$ cat src/rtl/ex_mem_stage.sv
// EX/MEM pipeline register with valid/ready handshake and a two-entry skid buffer.
// Define EX_MEM_SKID_EN for the registered-ready two-entry mode; otherwise a single entry with combinational ready.
module ex_mem_stage #(
  parameter int unsigned DATA_W = 32,
  parameter int unsigned REG_W  = 5
) (
  input  logic              clk,
  input  logic              reset,
  input  logic              in_valid,
  output logic              in_ready,
  input  logic [DATA_W-1:0] alu_out,
  input  logic              zero_flag,
  input  logic [DATA_W-1:0] store_data,
  input  logic [DATA_W-1:0] branch_target,
  input  logic [REG_W-1:0]  dest_reg,
  input  logic              mem_read,
  input  logic              mem_write,
  input  logic              reg_write,
  input  logic              mem_to_reg,
  input  logic              branch,
  input  logic              flush,
  output logic              out_valid,
  input  logic              out_ready,
  output logic [DATA_W-1:0] out_alu_out,
  output logic              out_zero_flag,
  output logic [DATA_W-1:0] out_store_data,
  output logic [DATA_W-1:0] out_branch_target,
  output logic [REG_W-1:0]  out_dest_reg,
  output logic              out_mem_read,
  output logic              out_mem_write,
  output logic              out_reg_write,
  output logic              out_mem_to_reg,
  output logic              out_branch,
  output logic              branch_taken
);

  typedef struct packed {
    logic [DATA_W-1:0] alu_out;
    logic              zero_flag;
    logic [DATA_W-1:0] store_data;
    logic [DATA_W-1:0] branch_target;
    logic [REG_W-1:0]  dest_reg;
    logic              mem_read;
    logic              mem_write;
    logic              reg_write;
    logic              mem_to_reg;
    logic              branch;
  } entry_t;

  typedef enum logic [1:0] {EMPTY = 2'd0, ONE = 2'd1, FULL = 2'd2} state_t;
  typedef enum logic [1:0] {M_HOLD = 2'd0, M_IN = 2'd1, M_SKID = 2'd2, M_CLR = 2'd3} main_sel_t;
  typedef enum logic [1:0] {S_HOLD = 2'd0, S_IN = 2'd1, S_CLR = 2'd2} skid_sel_t;

  state_t    state;
  state_t    state_nxt;
  main_sel_t main_sel;
  skid_sel_t skid_sel;
  entry_t    main_q;
  entry_t    skid_q;
  entry_t    in_entry;
  logic      accept;
  logic      consume;

  assign in_entry = '{alu_out:       alu_out,
                      zero_flag:     zero_flag,
                      store_data:    store_data,
                      branch_target: branch_target,
                      dest_reg:      dest_reg,
                      mem_read:      mem_read,
                      mem_write:     mem_write,
                      reg_write:     reg_write,
                      mem_to_reg:    mem_to_reg,
                      branch:        branch};

  assign accept  = in_valid && in_ready;
  assign consume = out_valid && out_ready;

  // Occupancy register
  always_ff @(posedge clk or posedge reset) begin
    if (reset) begin
      state <= EMPTY;
    end else begin
      state <= state_nxt;
    end
  end

  // Occupancy next state; flush overrides any transfer
  always_comb begin
    state_nxt = state;
    if (flush) begin
      state_nxt = EMPTY;
    end else begin
      case (state)
        EMPTY: if (accept) state_nxt = ONE;
        ONE: begin
          if (accept && !consume)      state_nxt = FULL;
          else if (!accept && consume) state_nxt = EMPTY;
        end
        FULL:    if (consume) state_nxt = ONE;
        default: state_nxt = EMPTY;
      endcase
    end
  end

  // Entry load selects; vacated entries are cleared so invalid heads show zero control bits
  always_comb begin
    main_sel = M_HOLD;
    skid_sel = S_HOLD;
    if (flush) begin
      main_sel = M_CLR;
      skid_sel = S_CLR;
    end else begin
      case (state)
        EMPTY: if (accept) main_sel = M_IN;
        ONE: begin
          if (accept && consume) main_sel = M_IN;
          else if (accept)       skid_sel = S_IN;
          else if (consume)      main_sel = M_CLR;
        end
        FULL: begin
          if (consume) begin
            main_sel = M_SKID;
            skid_sel = S_CLR;
          end
        end
        default: begin
          main_sel = M_CLR;
          skid_sel = S_CLR;
        end
      endcase
    end
  end

  // Entry storage and head valid
  always_ff @(posedge clk or posedge reset) begin
    if (reset) begin
      main_q    <= '0;
      skid_q    <= '0;
      out_valid <= 1'b0;
    end else begin
      out_valid <= (state_nxt != EMPTY);
      case (main_sel)
        M_IN:    main_q <= in_entry;
        M_SKID:  main_q <= skid_q;
        M_CLR:   main_q <= '0;
        default: main_q <= main_q;
      endcase
      case (skid_sel)
        S_IN:    skid_q <= in_entry;
        S_CLR:   skid_q <= '0;
        default: skid_q <= skid_q;
      endcase
    end
  end

`ifdef EX_MEM_SKID_EN
  // Ready is registered: high whenever the skid slot will be free next cycle
  always_ff @(posedge clk or posedge reset) begin
    if (reset) begin
      in_ready <= 1'b1;
    end else begin
      in_ready <= (state_nxt != FULL);
    end
  end
`else
  assign in_ready = !out_valid || out_ready;
`endif

  assign out_alu_out       = main_q.alu_out;
  assign out_zero_flag     = main_q.zero_flag;
  assign out_store_data    = main_q.store_data;
  assign out_branch_target = main_q.branch_target;
  assign out_dest_reg      = main_q.dest_reg;
  assign out_mem_read      = main_q.mem_read;
  assign out_mem_write     = main_q.mem_write;
  assign out_reg_write     = main_q.reg_write;
  assign out_mem_to_reg    = main_q.mem_to_reg;
  assign out_branch        = main_q.branch;
  assign branch_taken      = out_valid && main_q.branch && main_q.zero_flag;

endmodule

$ cat config.mk
export PLATFORM = sky130hd
export DESIGN_NAME = ex_mem_stage
export DESIGN_NICKNAME = d
export VERILOG_FILES = /design/src/rtl/ex_mem_stage.sv
export SDC_FILE = /design/constraint.sdc
export NUM_CORES = 1
export LEC_CHECK = 0
export BUFFER_PORTS_ARGS = -buffer_cell sky130_fd_sc_hd__buf_2
export CELL_PAD_IN_SITES_DETAIL_PLACEMENT = 1
export CELL_PAD_IN_SITES_GLOBAL_PLACEMENT = 2
export CORE_ASPECT_RATIO = 1.5
export CORE_MARGIN = 1.5
export CORE_UTILIZATION = 35
export CTS_BUF_LIST = sky130_fd_sc_hd__clkbuf_2
export CTS_CLUSTER_DIAMETER = 120
export DETAILED_ROUTE_END_ITERATION = 8
export PLACE_DENSITY_LB_ADDON = 0.12
export SLEW_MARGIN = 20
export SYNTH_ARGS = -nofsm -noshare
export SYNTH_HDL_FRONTEND = slang
export SYNTH_SLANG_ARGS = --single-unit
$ cat constraint.sdc
create_clock -name clk -period 10.85 [get_ports clk]
set_clock_uncertainty 0.1 [all_clocks]
set_input_delay 2.17 -clock clk [delete_from_list [all_inputs] [get_ports clk]]
set_output_delay 2.17 -clock clk [all_outputs]
set_load 0.05 [all_outputs]
==> After elaboration in Yosys (flattened, before gate mapping) <==
Index checks and enable logic that the tools add are counted.
{ "totals": {"regBits": 217, "input_bits": 112} }
{ "classes": {"n_reduce_logical": 15, "eq_ne": 7, "n_mux": 18} }
{ "op_table": {"columns": ["op", "n"], "rows": [
  ["one-hot mux 107 bit (3 select lines)", 1],
  ["one-hot mux 107 bit (2 select lines)", 1],
  ["two-way mux 2 bit", 12],
  ["one-hot mux 2 bit (3 select lines)", 3],
  ["equality test 2 bit, second input constant", 4],
  ["logical AND 1 bit", 7],
  ["equality test 2 x 1 -> 1 bit, second input constant", 3],
  ["nonzero test 2 bit", 2],
  ["zero test 1 bit", 3],
  ["nonzero test 3 bit", 1],
  ["zero test 2 bit", 1],
  ["logical OR 1 bit", 1],
  ["two-way mux 1 bit", 1]
]} }

==> Logic depth before layout (Yosys ltp) <==
{ "depth": {"word_depth": 10, "ltp_mapped": 9, "mapped_depth_nobuf": 6} }

==> Worst setup path before layout <==
No wires, ideal clock.
{ "synth_path": {"path_kind": "input to output", "start": "input port out_ready", "end": "output port in_ready", "arrival_ns": 2.591, "cell_stages": 1, "slack_ns": 5.989, "path_buffers": 0, "required_time_ns": 8.580, "path_cell_list": "nand2b_1"} }
{ "synth_via": {"elab_chain_cells": 1} }
{ "synth_lines": {"columns": ["item", "line_no", "rtl"], "rows": [
  ["from (decl)", "23", "input logic out_ready,"],
  ["logical OR 1 bit", "166", "assign in_ready = !out_valid || out_ready;"],
  ["to (decl)", "10", "output logic in_ready,"]
]} }
Every way passes these cells.

==> Worst setup path after layout <==
Same ends and word-level chain as after synthesis.

==> results.toml <==
[timing]
max_slew_margin_pct = 35.16
rsz0062_at_grt = "false"
period_minus_slack_ps = 4935
setup_violations = 0
fin_setup_tns_ps = 0
hold_viol = 0
period_share_pct = 45.48
worst_pin_slew_ps = 972.5
drv_slew = 0
fmax_mhz = 202.6

[setup_path]
crit_top_cell = "buf_2"
path_cells = "buf_2 > nand2b_1 > buf_2"
end_kind = "output port"
cp_max_fo = 3
rr_startpoint = "state[0]$_DFF_PP0_"
r2r_cells = 7
crit_required_ps = 8580
cp.arrival_ps = 2670
reg2reg_to = "skid_q[99]$_DFFE_PP0P_"
cp_slowest_cell = "buf_2"
critical_path_class = "input pin to output port"
r2r_slack_ps = 7240
worstSetupStartpointType = "input pin"
cp_slowest_stage_delay_ps = 280

[hold_path]
min_from = "skid_q[16]$_DFFE_PP0P_"
min_path_cells = 2
hold_end = "skid_q[16]$_DFFE_PP0P_"
hp-class = "register to register"

[synth]
yosys.area_share.simple_pct = 19.39
synth_area_per_cell_um2 = 11.05
yosysWarnings = 0
synth_edf_count = 0
synth_top_area_share_pct = 58.44
synth.mux.area_fraction_pct = 0
ys_types = 32
synthXorXnorAreaFrac_pct = 0
synthAdderAreaFrac_pct = 0.1347
synth_top_family_by_area = "simple AND/OR/NAND/NOR gates"
synthTopCellsByArea = "dfrtp_1, a221o_1, and2_1"
ys_seq_area_share_pct = 58.44
syn_inst = 841
syn_area_um2 = 9291
synth_top_area_cell = "dfrtp_1"
synth_compound_area_share_pct = 18.13
async_reset_ff_share_pct = 100.0
syn_nets = 954
ys.flop_type = "dfrtp_1"
ys_ff_latch = 217

[finish]
layout-drive-gt1-share_pct = 29.58
syn_to_final_growth_pct = 18.57
top_register = "skid_q"
fin_nets = 1172
fill_cells = 3000
final_cell_mix = "buf_2, dfrtp_1, and2_1, a221o_1, nand2_1"
final_cells = 1428
largest_reg_flops = 107
final_common_cell = "buf_2"

[global_routing]
gr-total-overflow = 0
grt_usage_pct = 19.45
grt_pass1_vias = 7902
antenna_found_initial = 4
grt_pass1_wl_um = 42660
grt_max_degree = 108

[clock_network]
cts.htree.levels = 2
clock_path_buffers = 3
cts-root-buf = "clkbuf_2"
path_clk_slew_ps = 100
holdBufCountCts = 0
clock_latency_ps = 840
cts-resized-gates = 0
cts_tree = "built"
cts.sinks = 217
cts_setup_buffers = 0
cts_made_buffers = 56

[pwr]
leakagePower_nw = 5.593
netSwitchingFraction_pct = 37.23
seq_power_share_pct = 48.8
power_mw = 1.980
powerDensity_nw_per_um2 = 179.7
p_int_mw = 1.243
p_comb_share_pct = 24.2
p_sw_mw = 0.7371
peakVddDrop_mv = 0.06912
clkPwrFrac_pct = 27.0

[placed_design]
dp_cells = 1334
hpwl_um = 15520
port_buffers = 221
globalplace.congestion = 0.7071

[floorplan]
die_area_um2 = 27550
start_util_pct = 35.81
row_count = 72
fp.dieW_um = 136.0
core_area_um2 = 25940
dieHeight_um = 202.6
ios = 222

[detailed_routing]
wl_met3_um = 1741
ant_nets = 0
wl_met1_um = 11400
drc = 0
highest_layer = "met5"
via_count = 7302
drt_pass1_iterations = 4
drt_iter0_markers = 265
dr_wl_met2_um = 12830
wire_per_inst_um = 18.53
routed_wl_um = 26460
via_per_inst = 5.113

[run]
cap_violations = 0

[run_status]
outcome = "complete, no violations"
==> power by group through the flow <==
stage / logic [mW] / registers [mW] / clock network [mW]
2_1_floorplan: 0.191 / 1.13 / 0
3_3_place_gp: 0.482 / 0.978 / 0
3_5_place_dp: 0.488 / 0.981 / 0
4_1_cts: 0.490 / 0.967 / 0.571
5_1_grt: 0.521 / 0.979 / 0.604
6_report: 0.479 / 0.965 / 0.535
==> kinds of logic after synthesis <==
logic type	Yosys count
AOI/OAI and AO/OA	222
buffers and inverters	73
and+or+nand+nor	328
adders and majority gates	1
DFF	217
==> cells in the mapped netlist, types with 2 or more instances <==
master    count
dfrtp_1     217
a221o_1     107
and2_1      107
nand2_1     105
nand2b_1    104
o21ai_0     103
clkbuf_1     47
buf_6         9
buf_2         7
a22o_1        4
clkbuf_2      4
and3_1        3
nor2_1        3
buf_4         2
inv_1         2
==> cell type report <==
| class | count | area [µm²] | area share (%) |
|---|---|---|---|
| clock inverter | 8 | 30.03 | 0.2726 |
| sequential | 217 | 5430 | 49.29 |
| tap | 333 | 416.7 | 3.782 |
| clock buffer | 83 | 415.4 | 3.771 |
| antenna | 3 | 7.507 | 0.06814 |
| timing repair buffer | 230 | 1174 | 10.65 |
| multi-input combinational | 551 | 3525 | 31.99 |
| inverter | 3 | 18.77 | 0.1704 |
==> how the worst max path moves through the flow <==
stage | cells past startpoint | startpoint | endpoint | slack (ps)
after floorplan | 1 | reset | out_alu_out[0]$_DFFE_PP0P_ | 2640
after global placement | 7 | in_valid | skid_q[102]$_DFFE_PP0P_ | 5620
after detailed placement | 7 | in_valid | skid_q[102]$_DFFE_PP0P_ | 5520
after CTS | 3 | out_ready | in_ready | 5920
after global routing | 3 | out_ready | in_ready | 5890
final | 3 | out_ready | in_ready | 5910
==> critical path, delay by kind of cell <==
family                 cells  cell delay (ps)
buffers and inverters      2              380
AND/OR/NAND/NOR            1              110
==> through the flow <==
step,utilization [%],area [µm²],hold WS [ps],worst slack (ps)
finish,42.46,11020,382.8,5915
global route,42.45,11010,407.5,5887
CTS,42.43,11010,388.2,5918
detailed placement,40.72,10560,364.7,5519
global placement,40.72,10560,356.1,5621
floorplan,-,9291,341.8,2644
==> per-layer routing <==
metal / vias to the layer above / track usage [%]
met5: - / 0
met4: 2 / 6.345
met3: 33 / 5.868
met2: 194 / 31.75
met1: 3668 / 24.50
li1: 3405 / -
(Power assumes the default switching activity.)
